<file path="src/rtl/wrr_packet_arbiter.sv">
// Weighted round-robin arbiter with packet-level grant locking and ready qualification.
// Optional lock watchdog (timeout_err port) is built when ARB_LOCK_TIMEOUT_EN is defined.
module wrr_packet_arbiter #(
    parameter int ARBITER_WIDTH = 8,
    parameter int WEIGHT_WIDTH  = 4,
    parameter int LOCK_TIMEOUT  = 256
) (
    input  logic                                  clk,
    input  logic                                  reset_n,
    input  logic [ARBITER_WIDTH-1:0]              request,
    input  logic [ARBITER_WIDTH*WEIGHT_WIDTH-1:0] weight,
    input  logic                                  last,
    input  logic                                  ready,
    output logic [ARBITER_WIDTH-1:0]              grant,
    output logic [$clog2(ARBITER_WIDTH)-1:0]      grant_bin,
`ifdef ARB_LOCK_TIMEOUT_EN
    output logic                                  timeout_err,
`endif
    output logic                                  any_grant
);

    localparam int IDX_W = $clog2(ARBITER_WIDTH);

    logic                    locked;
    logic [IDX_W-1:0]        owner;
    logic [IDX_W-1:0]        ptr;
    logic                    sticky;
    logic [WEIGHT_WIDTH-1:0] cnt;

    logic [IDX_W-1:0]        sel_idx;
    logic                    sel_vld;
    logic                    xfer;
    logic                    wd_hit;

    // A zero weight behaves as weight 1 so every requester gets at least one packet.
    logic [ARBITER_WIDTH-1:0][WEIGHT_WIDTH-1:0] w_eff;
    for (genvar i = 0; i < ARBITER_WIDTH; i++) begin : g_weff
        assign w_eff[i] = (weight[i*WEIGHT_WIDTH +: WEIGHT_WIDTH] != '0)
                        ? weight[i*WEIGHT_WIDTH +: WEIGHT_WIDTH]
                        : WEIGHT_WIDTH'(1);
    end

    always_comb begin
        logic [IDX_W-1:0] rr_idx;
        rr_idx  = '0;
        sel_idx = '0;
        sel_vld = 1'b0;
        if (locked) begin
            sel_idx = owner;
            sel_vld = request[owner];
        end else if (sticky && request[owner]) begin
            sel_idx = owner;
            sel_vld = 1'b1;
        end else begin
            // Scan from farthest to nearest so the nearest set request after ptr wins.
            for (int k = ARBITER_WIDTH; k >= 1; k--) begin
                rr_idx = IDX_W'((int'(ptr) + k) % ARBITER_WIDTH);
                if (request[rr_idx]) begin
                    sel_idx = rr_idx;
                    sel_vld = 1'b1;
                end
            end
        end
    end

    assign grant     = sel_vld ? (ARBITER_WIDTH'(1) << sel_idx) : '0;
    assign grant_bin = sel_vld ? sel_idx : '0;
    assign any_grant = sel_vld;
    assign xfer      = sel_vld & ready;

`ifdef ARB_LOCK_TIMEOUT_EN
    localparam int WD_W = $clog2(LOCK_TIMEOUT) + 1;
    logic [WD_W-1:0] wd_cnt;

    // Fires on the LOCK_TIMEOUT-th consecutive locked cycle without a transfer.
    assign wd_hit      = locked && !xfer && (wd_cnt == WD_W'(LOCK_TIMEOUT - 1));
    assign timeout_err = wd_hit;

    always_ff @(posedge clk or negedge reset_n) begin
        if (!reset_n)
            wd_cnt <= '0;
        else if (!locked || xfer || wd_hit)
            wd_cnt <= '0;
        else
            wd_cnt <= wd_cnt + WD_W'(1);
    end
`else
    assign wd_hit = 1'b0;
`endif

    always_ff @(posedge clk or negedge reset_n) begin
        if (!reset_n) begin
            locked <= 1'b0;
            owner  <= '0;
            ptr    <= IDX_W'(ARBITER_WIDTH - 1);
            sticky <= 1'b0;
            cnt    <= '0;
        end else if (xfer) begin
            owner <= sel_idx;
            if (!last) begin
                locked <= 1'b1;
            end else begin
                locked <= 1'b0;
                ptr    <= sel_idx;
                if (sel_idx == owner && sticky) begin
                    cnt    <= cnt - WEIGHT_WIDTH'(1);
                    sticky <= (cnt - WEIGHT_WIDTH'(1)) != '0;
                end else begin
                    cnt    <= w_eff[sel_idx] - WEIGHT_WIDTH'(1);
                    sticky <= w_eff[sel_idx] > WEIGHT_WIDTH'(1);
                end
            end
        end else if (wd_hit) begin
            // Release a stuck owner and rotate priority past it.
            locked <= 1'b0;
            sticky <= 1'b0;
            ptr    <= owner;
        end
    end

endmodule

</file>
<file path="config.mk">
export PLATFORM = sky130hd
export DESIGN_NAME = wrr_packet_arbiter
export DESIGN_NICKNAME = d
export VERILOG_FILES = /design/src/rtl/wrr_packet_arbiter.sv
export SDC_FILE = /design/constraint.sdc
export NUM_CORES = 1
export LEC_CHECK = 0
export ABC_AREA = 1
export CAP_MARGIN = 25
export CELL_PAD_IN_SITES_DETAIL_PLACEMENT = 1
export CELL_PAD_IN_SITES_GLOBAL_PLACEMENT = 2
export CORE_ASPECT_RATIO = 1.5
export CORE_MARGIN = 2
export CORE_UTILIZATION = 27
export DETAILED_ROUTE_END_ITERATION = 16
export PLACE_DENSITY = 0.92
export SYNTH_ARGS = -nofsm -noshare
export SYNTH_HDL_FRONTEND = slang
export SYNTH_SLANG_ARGS = --single-unit
</file>
<file path="constraint.sdc">
create_clock -name clk -period 8.25 [get_ports clk]
set_clock_uncertainty 0.1 [all_clocks]
set_input_delay 1.65 -clock clk [delete_from_list [all_inputs] [get_ports clk]]
set_output_delay 1.65 -clock clk [all_outputs]
set_load 0.01 [all_outputs]
</file>
== Word-level counts from Yosys, hierarchy flattened ==
Cells that the tools add are included.

* Shifts and indexed selects: 1
* $add $sub $neg: 10
* Reductions and logical operators: 12
* Bitwise operators: 1
* Equal/unequal tests: 1
* Magnitude comparators: 11
* Muxes and demuxes: 53

{| class="wikitable"
|+ Operators by type and width
! kind !! count
|-
| < comparator 3 x 4 -> 1 bit (second input constant) || 10
|-
| 2-to-1 mux 4 bit || 10
|-
| nonzero test 4 bit || 9
|-
| 2-to-1 mux 3 bit || 11
|-
| binary-select mux 1 bit (select 3 bit) || 9
|-
| 2-to-1 mux 1 bit || 21
|-
| adder 3 bit (second input constant) || 4
|-
| binary-select mux 4 bit (select 3 bit) || 1
|-
| 2-to-1 mux 8 bit || 1
|-
| left shift 1 x 3 -> 8 bit (first input constant) || 1
|-
| subtractor 4 x 1 -> 4 bit (second input constant) || 2
|-
| adder 3 x 1 -> 3 bit (second input constant) || 2
|-
| adder 3 x 2 -> 3 bit (second input constant) || 2
|-
| greater-than comparator 4 x 1 -> 1 bit (second input constant) || 1
|-
| equality test 3 bit || 1
|-
| logical AND 1 bit || 2
|-
| AND reduction 2 bit || 1
|-
| AND 1 bit || 1
|}

* Bits of input ports: 44
* Word-level logic and storage cells: 94
* Bits in registers: 12

== Logic depth before layout (Yosys ltp) ==
* Depth in word-level cells: 17
* Depth in mapped cells: 32
* Depth with buffers taken out: 30

== Worst setup path before layout ==
OpenSTA, ideal clock, no wires.

* Path type: input-to-output
* Start: input request[4]
* End: output grant[4]
* Slack: 3.389 ns
* Data required time: 6.500 ns
* Arrival time: 3.111 ns
* Buffers on the path: 0
* Stages: 16
* Cells stage by stage: nand2_1 nand3_1 nand3_1 nand2_1 nand2_1 nand2_1 nand3_1 nand3_1 nand3_1 nand2_1 nand2_1 nand2_1 o21ai_1 nor2_1 inv_1 nor2_1

* Word-level cells in the longest chain between the ends: 14
* Elaborated cells on any way between the ends: 41
* Classes of those cells: shift (1); mux (39); reduce/logical (1)

{| class="wikitable"
|+ RTL lines
! item !! line !! text
|-
| start, declared || 10 || <nowiki>input logic [ARBITER_WIDTH-1:0] request,</nowiki>
|-
| binary-select mux 1 bit (select 3 bit) || 58 || <nowiki>if (request[rr_idx]) begin</nowiki>
|-
| 2-to-1 mux 1 bit (not written as such) || 58 ||
|-
| 2-to-1 mux 3 bit (8 in series) || 58 ||
|-
| 2-to-1 mux 3 bit || 51 || <nowiki>end else if (sticky && request[owner]) begin</nowiki>
|-
| 2-to-1 mux 3 bit || 48 || <nowiki>if (locked) begin</nowiki>
|-
| left shift 1 x 3 -> 8 bit || 66 || <nowiki>assign grant = sel_vld ? (ARBITER_WIDTH'(1) << sel_idx) : '0;</nowiki>
|-
| 2-to-1 mux 8 bit (*) || 66 ||
|-
| end, declared || 14 || <nowiki>output logic [ARBITER_WIDTH-1:0] grant,</nowiki>
|}

Mark *: on every way between the ends. The rest lies on a longest branch, timed or not. The select of a mux whose other input is x is not followed.

== Final worst setup path ==
* Start: input request[7]
* End: output grant[1]

The elaborated chain is that of the path after synthesis.

==> reports/results.tsv <==
metric	value	unit
setup_viol	0	
drt-pass1-iter-count	5	
cts_resized	0	
regToRegSetupSlack	3940	ps
root_buffer	clkbuf_16	
critPathKind	in -> out	
dp_slack	1980	ps
fin_crit_sh	75.9	%
finalCriticalPeriod	6260	ps
fp.coreArea	0.00751	sq mm
crit_arrival	4510	ps
critical_path.most_common_cell	nand2_1	
synthCells	355	
io_buffer_count	55	
num_vias	2465	
remaining_drc_errors	0	
final.setup.tns	0	ps
area_delta_synth_final	33.0	%
max_freq	160	MHz
yosys_warnings	0	
grt_pass1_vias	2660	
synth.net_count	405	
htree_levels	1	
grt_pass1_wl	11.7	mm
finalMaxSlewViolations	0	
row_count	39	
path_max_fanout	14	
initial_core_util	27.5	%
hold_path.class	reg -> reg	
grt_max_degree	30	
cts_setup_buffers	0	
drv_cap	0	
synthesis.area	0.00206	sq mm
cts_buffer_depth	2	
avgSynthCellArea	5.82	sq um
die_y	111	um
multiInputGateArea	0.00156	sq mm
hold_buffers	0	
synthDistinctLibCells	34	
ys_seq_elements	12	
required	6500	ps
worst_pin_slew	563	ps
clkLatencyLatePin	240	ps
overflow	0	
timing.rr.start	ptr[1]$_DFFE_PN1P_	
seq_area	304	sq um
numCtsBuffers	3	
worstRegToRegCells	28	
worst_hold_slack	447	ps
min_from	sticky$_DFFE_PN0P_	
hold_viol_final	0	
track_usage	17.8	%
nets	457	
worstSetupStartpointType	input port	
worstSetupEndpointType	output pin	
antenna_cells	0	
drt_iter0_drc	72	
critPathTopFamily	simple AND/OR/NAND/NOR gates	
via_per_inst	4.85	
globalplace.congestion	0.967	
antenna_found_initial	0	
hold_end	sticky$_DFFE_PN0P_	
dpl.hpwl	6.14	mm
final.setup.worst_slack	1990	ps
clkSinkCount	12	
drive_above_1_share	14.8	%
crit_chain	clkdlybuf4s50_1, nand2_1, nand3_1, nand3_1, nand2_2, a21oi_1, nand2_1, nand2_1, nand2_1, nand2_1, nand2_1, nand2_1, nand2_1, nand2_2, nand2_2, inv_2, nand2_1, nor2_1, clkdlybuf4s50_1	
critical-path-max-stage-delay	550	ps
cpMaxStageDelayCell	clkdlybuf4s50_1	
whs_path_depth	2	
die_x	75.4	um
n_fill_cell	1036	
postRouteAntennaNets	0	
rsz0062_at_grt	false	
r2r_end	cnt[2]$_DFFE_PN0P_	
cts_tree	yes	
status	finished, final reports clean	
pin_count	56	
wl_per_cell	14.2	um
path_buf_inv	3	
fp.dieArea	0.00838	sq mm
clk_pin_slew	40	ps
routed_wl	7.20	mm
seq_area_frac_synth	14.7	%
slew_headroom	62.2	%
==> cell type report <==
class                   count  share of cell area [%]
clock buffers               4                    3.23
repair buffers             55                    20.0
well taps                 102                    4.65
inverters                  31                    4.33
multi-input cells         304                    56.7
flip-flops and latches     12                    11.1
==> worst min-delay path: cells and delay by family, from the launching register on <==
family	cells	cell delay, ps
flops	1	390
simple gates	2	130
==> synth_stat cells <==
| library cell | number | area [sq um] |
|---|---|---|
| nand2_1 | 130 | 488 |
| nand3_1 | 42 | 210 |
| nor2_1 | 29 | 109 |
| inv_1 | 24 | 90.1 |
| nand2_2 | 19 | 119 |
| o21ai_0 | 16 | 80.1 |
| nand3_2 | 14 | 140 |
| a21oi_1 | 10 | 50.1 |
| dfrtp_1 | 9 | 225 |
| nor3_1 | 7 | 35.0 |
| o21ai_1 | 7 | 35.0 |
| ha_1 | 6 | 75.1 |
| inv_2 | 6 | 22.5 |
| buf_6 | 4 | 45.0 |
| nand2_4 | 4 | 45.0 |
| a21oi_2 | 3 | 26.3 |
| dfstp_2 | 3 | 78.8 |
| xor2_1 | 3 | 26.3 |
| buf_4 | 2 | 15.0 |
| nor2_2 | 2 | 12.5 |
| o22ai_1 | 2 | 12.5 |
| a31oi_1 | 1 | 6.26 |
| buf_12 | 1 | 20.0 |
| buf_2 | 1 | 5.00 |
| inv_4 | 1 | 6.26 |
| nand3_4 | 1 | 17.5 |
| nand3b_1 | 1 | 7.51 |
| nand4_1 | 1 | 6.26 |
| nor2_4 | 1 | 11.3 |
| nor4_1 | 1 | 6.26 |
| or2_1 | 1 | 6.26 |
| or2_2 | 1 | 6.26 |
| xnor2_1 | 1 | 8.76 |
| xnor2_2 | 1 | 16.3 |
==> cells in the final DEF (no fill, tap or decap), drive strengths merged <==
cell type / instances
nor4: 1
inv: 31
nand2: 153
o22ai: 2
ha: 6
xor2: 3
clkdlybuf4s50: 55
a21oi: 13
a31oi: 1
o21ai: 23
nand4: 1
dfstp: 3
nand3b: 1
nor3: 7
nor2: 32
nand3: 57
dfrtp: 9
or2: 2
clkbuf: 4
xnor2: 2
==> through the flow <==
stage	cells	cell area [sq um]	util [%]
2_1_floorplan	355	2060	-
3_3_place_gp	504	2660	35.4
3_5_place_dp	504	2660	35.4
4_1_cts	508	2750	36.5
5_1_grt	508	2750	36.5
6_report	508	2750	36.5
==> logic make-up after synthesis <==
group | after synthesis | share of synthesized area (%)
AND/OR/NAND/NOR | 254 | 59.1
adder cells (fa/ha/maj) | 6 | 3.64
flip-flops | 12 | 14.7
XOR/XNOR | 5 | 2.49
buffers and inverters | 39 | 9.88
AO/OA/AOI/OAI | 39 | 10.2
==> routing by layer <==
metal  wire [um]  share of wire, %  up-vias  GRT usage, %
met1        2550                35     1154          16.5
met3         100               1.4       18         0.818
met4         250               3.5        0          7.49
met5           0                 0        -             0
li1            -                 -     1247             -
met2        4300                60       46          36.7
==> registers in the layout, indices dropped and copies added (netlist names) <==
signal / flops
cnt: 4
sticky: 1
locked: 1
ptr: 3
owner: 3
==> worst max path at each step <==
stage | startpoint | endpoint | slack [ps] | cells after the start
2_1_floorplan | request[4] | grant[4] | 3390 | 16
4_1_cts | request[7] | grant[1] | 1980 | 19
6_report | request[7] | grant[1] | 1990 | 19
5_1_grt | request[7] | grant[1] | 1710 | 19
3_3_place_gp | request[7] | grant[4] | 2020 | 19
3_5_place_dp | request[7] | grant[1] | 1980 | 19
Power is not shown: default switching activity piles up to over one toggle a cycle in this logic, so the estimate is an artifact.
